**config.mk**
```make
export PLATFORM = sky130hd
export DESIGN_NAME = exc_commit
export DESIGN_NICKNAME = d
export VERILOG_FILES = /design/src/rtl/cpuDefine.sv /design/src/rtl/exc_prio.sv /design/src/rtl/exc_commit.sv
export SDC_FILE = /design/constraint.sdc
export NUM_CORES = 1
export LEC_CHECK = 0
export ABC_AREA = 1
export CORE_ASPECT_RATIO = 1.2
export CORE_MARGIN = 2
export CORE_UTILIZATION = 50
export DETAILED_ROUTE_END_ITERATION = 10
export GPL_TIMING_DRIVEN = 0
export HOLD_SLACK_MARGIN = 0.05
export PLACE_DENSITY = 0.92
export SYNTH_ARGS = -nofsm -noshare
export SYNTH_HDL_FRONTEND = slang
export SYNTH_SLANG_ARGS = --single-unit
export TNS_END_PERCENT = 5
```
**constraint.sdc**
```tcl
create_clock -name clk -period 4.7 [get_ports clk]
set_input_delay 0.94 -clock clk [delete_from_list [all_inputs] [get_ports clk]]
set_output_delay 0.94 -clock clk [all_outputs]
set_load 0.1 [all_outputs]
```
**src/rtl/cpuDefine.sv**
```systemverilog
// Shared types for the commit/exception stage: raw exception flag vector, excodes,
// commit FSM states and bad-address source select.
package cpuDefine;

  typedef struct packed {
    logic rsvd;
    logic adef;
    logic tlbr_f;
    logic pif;
    logic ppi_f;
    logic sys;
    logic brk;
    logic ine;
    logic ipe;
    logic ale;
    logic adem;
    logic tlbr_m;
    logic pil;
    logic pis;
    logic ppi_m;
    logic pme;
  } ExcVec;

  localparam logic [5:0] EcInt  = 6'h00;
  localparam logic [5:0] EcPil  = 6'h01;
  localparam logic [5:0] EcPis  = 6'h02;
  localparam logic [5:0] EcPif  = 6'h03;
  localparam logic [5:0] EcPme  = 6'h04;
  localparam logic [5:0] EcPpi  = 6'h07;
  localparam logic [5:0] EcAde  = 6'h08;
  localparam logic [5:0] EcAle  = 6'h09;
  localparam logic [5:0] EcSys  = 6'h0B;
  localparam logic [5:0] EcBrk  = 6'h0C;
  localparam logic [5:0] EcIne  = 6'h0D;
  localparam logic [5:0] EcIpe  = 6'h0E;
  localparam logic [5:0] EcTlbr = 6'h3F;

  typedef enum logic [1:0] {StRun, StFlush, StIdleWait} CommitState;

  typedef enum logic [1:0] {BadvNone, BadvPc, BadvVaddr} BadvSel;

endpackage

```
**src/rtl/exc_prio.sv**
```systemverilog
// Combinational exception priority encoder: picks the single highest-priority event
// (interrupt first) and reports its excode, esubcode and bad-address source.
import cpuDefine::*;

module exc_prio (
  input  ExcVec       i_exc,
  input  logic        i_int_pending,
  output logic        o_hit,
  output logic [5:0]  o_excode,
  output logic [8:0]  o_esubcode,
  output BadvSel      o_badv_sel
);

  logic w_unused;
  assign w_unused = i_exc.rsvd;

  always_comb begin
    o_hit      = 1'b1;
    o_excode   = EcInt;
    o_esubcode = 9'd0;
    o_badv_sel = BadvNone;
    if (i_int_pending) begin
      o_excode = EcInt;
    end else if (i_exc.adef) begin
      o_excode   = EcAde;
      o_badv_sel = BadvPc;
    end else if (i_exc.tlbr_f) begin
      o_excode   = EcTlbr;
      o_badv_sel = BadvPc;
    end else if (i_exc.pif) begin
      o_excode   = EcPif;
      o_badv_sel = BadvPc;
    end else if (i_exc.ppi_f) begin
      o_excode   = EcPpi;
      o_badv_sel = BadvPc;
    end else if (i_exc.sys) begin
      o_excode = EcSys;
    end else if (i_exc.brk) begin
      o_excode = EcBrk;
    end else if (i_exc.ine) begin
      o_excode = EcIne;
    end else if (i_exc.ipe) begin
      o_excode = EcIpe;
    end else if (i_exc.ale) begin
      o_excode   = EcAle;
      o_badv_sel = BadvVaddr;
    end else if (i_exc.adem) begin
      o_excode   = EcAde;
      o_esubcode = 9'd1;
      o_badv_sel = BadvVaddr;
    end else if (i_exc.tlbr_m) begin
      o_excode   = EcTlbr;
      o_badv_sel = BadvVaddr;
    end else if (i_exc.pil) begin
      o_excode   = EcPil;
      o_badv_sel = BadvVaddr;
    end else if (i_exc.pis) begin
      o_excode   = EcPis;
      o_badv_sel = BadvVaddr;
    end else if (i_exc.ppi_m) begin
      o_excode   = EcPpi;
      o_badv_sel = BadvVaddr;
    end else if (i_exc.pme) begin
      o_excode   = EcPme;
      o_badv_sel = BadvVaddr;
    end else begin
      o_hit = 1'b0;
    end
  end

endmodule

```
**src/rtl/exc_commit.sv**
```systemverilog
// Commit-stage exception/interrupt resolution with flush and idle-wait sequencing.
// All outputs are registered; event pulses appear the cycle after a commit is accepted.
import cpuDefine::*;

module exc_commit (
  input  logic        clk,
  input  logic        reset,
  input  logic        i_wb_valid,
  output logic        o_wb_ready,
  input  logic [31:0] i_wb_pc,
  input  logic [31:0] i_wb_vaddr,
  input  ExcVec       i_wb_exc,
  input  logic        i_wb_ertn,
  input  logic        i_wb_idle,
  input  logic        i_wb_refetch,
  input  logic        i_ie,
  input  logic [11:0] i_lie,
  input  logic [11:0] i_is,
  output logic        o_is_exc,
  output logic [5:0]  o_excode,
  output logic [8:0]  o_esubcode,
  output logic [31:0] o_badvaddr,
  output logic [31:0] o_csr_pc,
  output logic        o_is_ertn,
  output logic        o_is_fetch_again,
  output logic        o_is_idle,
  output logic        o_flush_pipe
);

  CommitState  r_state;
  logic        r_flush_cnt;
  logic [31:0] r_idle_pc;

  logic        w_int_pending;
  logic        w_accept;
  logic        w_hit;
  logic [5:0]  w_excode;
  logic [8:0]  w_esubcode;
  BadvSel      w_badv_sel;
  logic [31:0] w_badv;

  assign w_int_pending = i_ie & (|(i_lie & i_is));
  assign w_accept      = i_wb_valid & o_wb_ready;

  exc_prio u_exc_prio (
    .i_exc         (i_wb_exc),
    .i_int_pending (w_int_pending),
    .o_hit         (w_hit),
    .o_excode      (w_excode),
    .o_esubcode    (w_esubcode),
    .o_badv_sel    (w_badv_sel)
  );

  always_comb begin
    w_badv = 32'd0;
    case (w_badv_sel)
      BadvPc:    w_badv = i_wb_pc;
      BadvVaddr: w_badv = i_wb_vaddr;
      default:   w_badv = 32'd0;
    endcase
  end

  always_ff @(posedge clk) begin
    if (reset) begin
      r_state          <= StRun;
      r_flush_cnt      <= 1'b0;
      r_idle_pc        <= 32'd0;
      o_wb_ready       <= 1'b1;
      o_flush_pipe     <= 1'b0;
      o_is_exc         <= 1'b0;
      o_is_ertn        <= 1'b0;
      o_is_fetch_again <= 1'b0;
      o_is_idle        <= 1'b0;
      o_excode         <= 6'd0;
      o_esubcode       <= 9'd0;
      o_badvaddr       <= 32'd0;
      o_csr_pc         <= 32'd0;
    end else begin
      o_is_exc         <= 1'b0;
      o_is_ertn        <= 1'b0;
      o_is_fetch_again <= 1'b0;
      o_is_idle        <= 1'b0;
      unique case (r_state)
        StRun: begin
          if (w_accept) begin
            // Anything that redirects fetch enters the two-cycle flush window.
            if (w_hit || i_wb_ertn || i_wb_refetch) begin
              r_state      <= StFlush;
              r_flush_cnt  <= 1'b0;
              o_wb_ready   <= 1'b0;
              o_flush_pipe <= 1'b1;
              o_csr_pc     <= i_wb_pc;
              if (w_hit) begin
                o_is_exc   <= 1'b1;
                o_excode   <= w_excode;
                o_esubcode <= w_esubcode;
                o_badvaddr <= w_badv;
              end else if (i_wb_ertn) begin
                o_is_ertn <= 1'b1;
              end else begin
                o_is_fetch_again <= 1'b1;
              end
            end else if (i_wb_idle) begin
              r_state      <= StIdleWait;
              r_idle_pc    <= i_wb_pc;
              o_wb_ready   <= 1'b0;
              o_flush_pipe <= 1'b1;
              o_is_idle    <= 1'b1;
            end
          end
        end
        StFlush: begin
          if (r_flush_cnt) begin
            r_state      <= StRun;
            r_flush_cnt  <= 1'b0;
            o_wb_ready   <= 1'b1;
            o_flush_pipe <= 1'b0;
          end else begin
            r_flush_cnt <= 1'b1;
          end
        end
        StIdleWait: begin
          if (w_int_pending) begin
            r_state     <= StFlush;
            r_flush_cnt <= 1'b0;
            o_is_exc    <= 1'b1;
            o_excode    <= EcInt;
            o_esubcode  <= 9'd0;
            o_badvaddr  <= 32'd0;
            o_csr_pc    <= r_idle_pc + 32'd4;
          end
        end
        default: begin
          r_state      <= StRun;
          o_wb_ready   <= 1'b1;
          o_flush_pipe <= 1'b0;
        end
      endcase
    end
  end

endmodule

```
==> out/qor.txt <==
vias in the first global route: 6851
hold_buf cts: 0
Resize count post-CTS: 0
area grow syn2layout: 39.43%
worst r2r src: r_idle_pc[2]
CP Capture Type: flip-flop
most used flip-flop cell after synthesis: dfxtp_1
post-route clock period utilization: 0.7113
Pint: 1.693 mW
Commonest cells post-synth: nand2_1, nor2_1, dfxtp_1
share of cells above drive strength 1: 0.06326
DRT met1 WL: 8.172 mm
part of the power in the clock network: 0.261
maximum vdd drop: 0.2367 mV
die width: 104.0 um
WP data arrival: 3.63 ns
crit path kind: in2reg
hold path start: r_idle_pc[1]
Least-Margin Pin Slew: 1.068 ns
initial antenna violation count: 0
Clock Skews: 0.01150 ns
compound-cell area share of the yosys netlist: 0.1797
CTS max path bufs: 2
TritonCTS clock tree: yes
TNS Setup: 0 ns
DRT Pass-1 Iters: 6
Ant. Diodes: 0
relative max-transition margin: 0.2855
register area share after synthesis: 0.3703
port bufs: 185
PwrDens: 352.2 mW/mm2
crit path time final: 3.343 ns
Detailed Route WL: 21.40 mm
DR WL/cell: 16.32 um
vias: 7045
total overflow reported by the global router: 0
worst reg2reg path depth: 9
Yosys warnings: 0
final hold vios: 0
core box area: 0.01162 mm2
RSZ-0062 raised after global routing: false
row count: 43
combinational cell fraction of total power: 0.381
Post-synth EDFFs: 0
DR DRC count: 0
most common cell in the netlist: nand2_1
register bit total from synthesis: 111
RePlAce Congestion: 1.031
Clock Sinks: 111
netlist area before placement: 0.006001 mm2
CP Max Fanout: 10
post-CTS setup buffer count: 0
Synth Area in Simple Gates: 0.3380
Clk Latency, worst-skew pair: 0.36 ns
gr usage total: 0.3291
Initial DRC Count: 611
post-route ant nets: 0
met3 layer wire length in the routed design: 1.648 mm
Sw Pwr: 1.254 mW
clk slew on worst S/H paths: 0.08 ns
Hold Crit Class: reg2reg
highest metal used: met4
global-route wire length before repair: 33.62 mm
TritonCTS Buffers: 9
switching share of power: 0.4255
Initial Util: 0.5164
post-synthesis mux area share: 0
Chip Height: 124.0 um
Leak: 3.189 nW
Nets: 1263
Setup-failing EPs final: 0
XOR/XNOR share of the synthesized area: 0.007298
CTS Root Cell: clkbuf_16
Post-Route Utilization: 0.7200
Startpoint Class: input pin
cell count after synthesis: 946
outcome: finished, final reports clean
ranking of synthesized cells by area: dfxtp_1, nand2_1, nor2_1, a21oi_1, o21ai_1
adder-cell area share of the yosys netlist: 0.006255
DIE AREA: 0.01290 mm2
top-area cell type share of the netlist area: 0.3703
I/O Pins: 196
max-slew violations: 0
syn avg cell area: 6.343 um2
DR WL met2: 10.66 mm
combinational family with the most area after synthesis: simple AND/OR/NAND/NOR gates
Critical Path RT: 4.99 ns
largest net degree at the start of global routing: 21
WHS Path Cells: 2
sequential share of power: 0.358
Fillers: 1015
Max Cap Viol: 0
DP HPWL: 16.84 mm
Max Fclk: 299.1 MHz
worst setup path start: i_lie[4]
Netlist cell types: 39
post-synth top area cell: dfxtp_1
post-synthesis async set-or-reset flop share: 0
vias per cell: 5.374
H-tree levels: 3
## layout make-up
| type | instances | area (um2) | area share |
|---|---|---|---|
| clock inverters | 7 | 66.31 | 0.007926 |
| well taps | 157 | 196.4 | 0.02348 |
| flip-flops and latches | 111 | 2222 | 0.2656 |
| repair buffers | 185 | 1852 | 0.2213 |
| inverters | 69 | 259.0 | 0.03096 |
| multi-input cells | 715 | 3218 | 0.3846 |
| clock buffers | 9 | 225.2 | 0.02692 |
| plain buffers | 58 | 327.8 | 0.03918 |
## registers in the layout, indices dropped and copies added (netlist names), 2 cells and up
| name | flops |
|---|---|
| o_badvaddr | 32 |
| o_csr_pc | 32 |
| r_idle_pc | 32 |
| o_excode | 5 |
| r_state | 2 |
## kinds of logic after synthesis
kind of cell    count (synthesis)
fa+ha+maj                       3
simple gates                  491
buf+inv                       127
xor+xnor                        5
other cells                     1
compound gates                208
flops                         111
## cells in the final DEF, fill, tap and decap left out, types with 6 or more instances in the layout
cell type / netlist / final
nand2_1: 233 / 233
clkdlybuf4s50_1: 0 / 185
nor2_1: 178 / 178
dfxtp_1: 111 / 111
a21oi_1: 94 / 94
o21ai_1: 68 / 68
inv_1: 65 / 65
o21ai_0: 37 / 37
nand3_1: 36 / 36
clkbuf_1: 22 / 22
buf_2: 16 / 16
nor3_1: 15 / 15
buf_4: 12 / 12
nand4_1: 9 / 9
clkbuf_16: 0 / 9
conb_1: 1 / 8
buf_6: 6 / 6
## critical path, cell delays in order
cell and delay [ns]:
clkdlybuf4s50_1 0.42, nand2_1 0.07, nand2_1 0.05, nor2_1 0.09, nand3_1 0.18, nand2_2 0.19, inv_1 0.10, nor3_1 0.22
inv_1 0.08, ha_1 0.26, or2_1 0.22, clkbuf_1 0.16, buf_2 0.21, a21oi_1 0.17, o21ai_1 0.13, nor2_1 0.14
## metrics by stage
step	hold slack (ns)	power (mW)	area, um2	instances	setup slack (ns)
finish	0.4661	2.947	8367	1311	1.357
global route	0.4871	3.041	8367	1311	1.168
CTS	0.4626	2.937	8367	1311	1.356
detailed placement	0.4503	2.190	8075	1295	1.046
global placement	0.4392	2.175	8075	1295	1.138
floorplan	0.4247	1.861	6027	953	1.899
## power groups by stage
stage                     registers, mW  clock network (mW)  logic, mW
after floorplan                    1.58                   0      0.280
after global placement             1.07                   0       1.10
after detailed placement           1.07                   0       1.11
after CTS                          1.05               0.766       1.12
after global routing               1.06               0.806       1.17
final                              1.05               0.770       1.12
## layer usage
metal | vias up | global-route usage
li1 | 3432 | -
met2 | 340 | 0.6086
met1 | 3208 | 0.3643
met3 | 65 | 0.05285
met4 | 0 | 0.1791
met5 | - | 0
## worst paths after layout
check                   to  slack [ns]
max          o_badvaddr[2]        1.36
min           r_idle_pc[1]        0.47
min reg2reg   r_idle_pc[1]        0.47
max reg2reg   o_csr_pc[14]        2.61
Power figures use the tool's default switching activity.
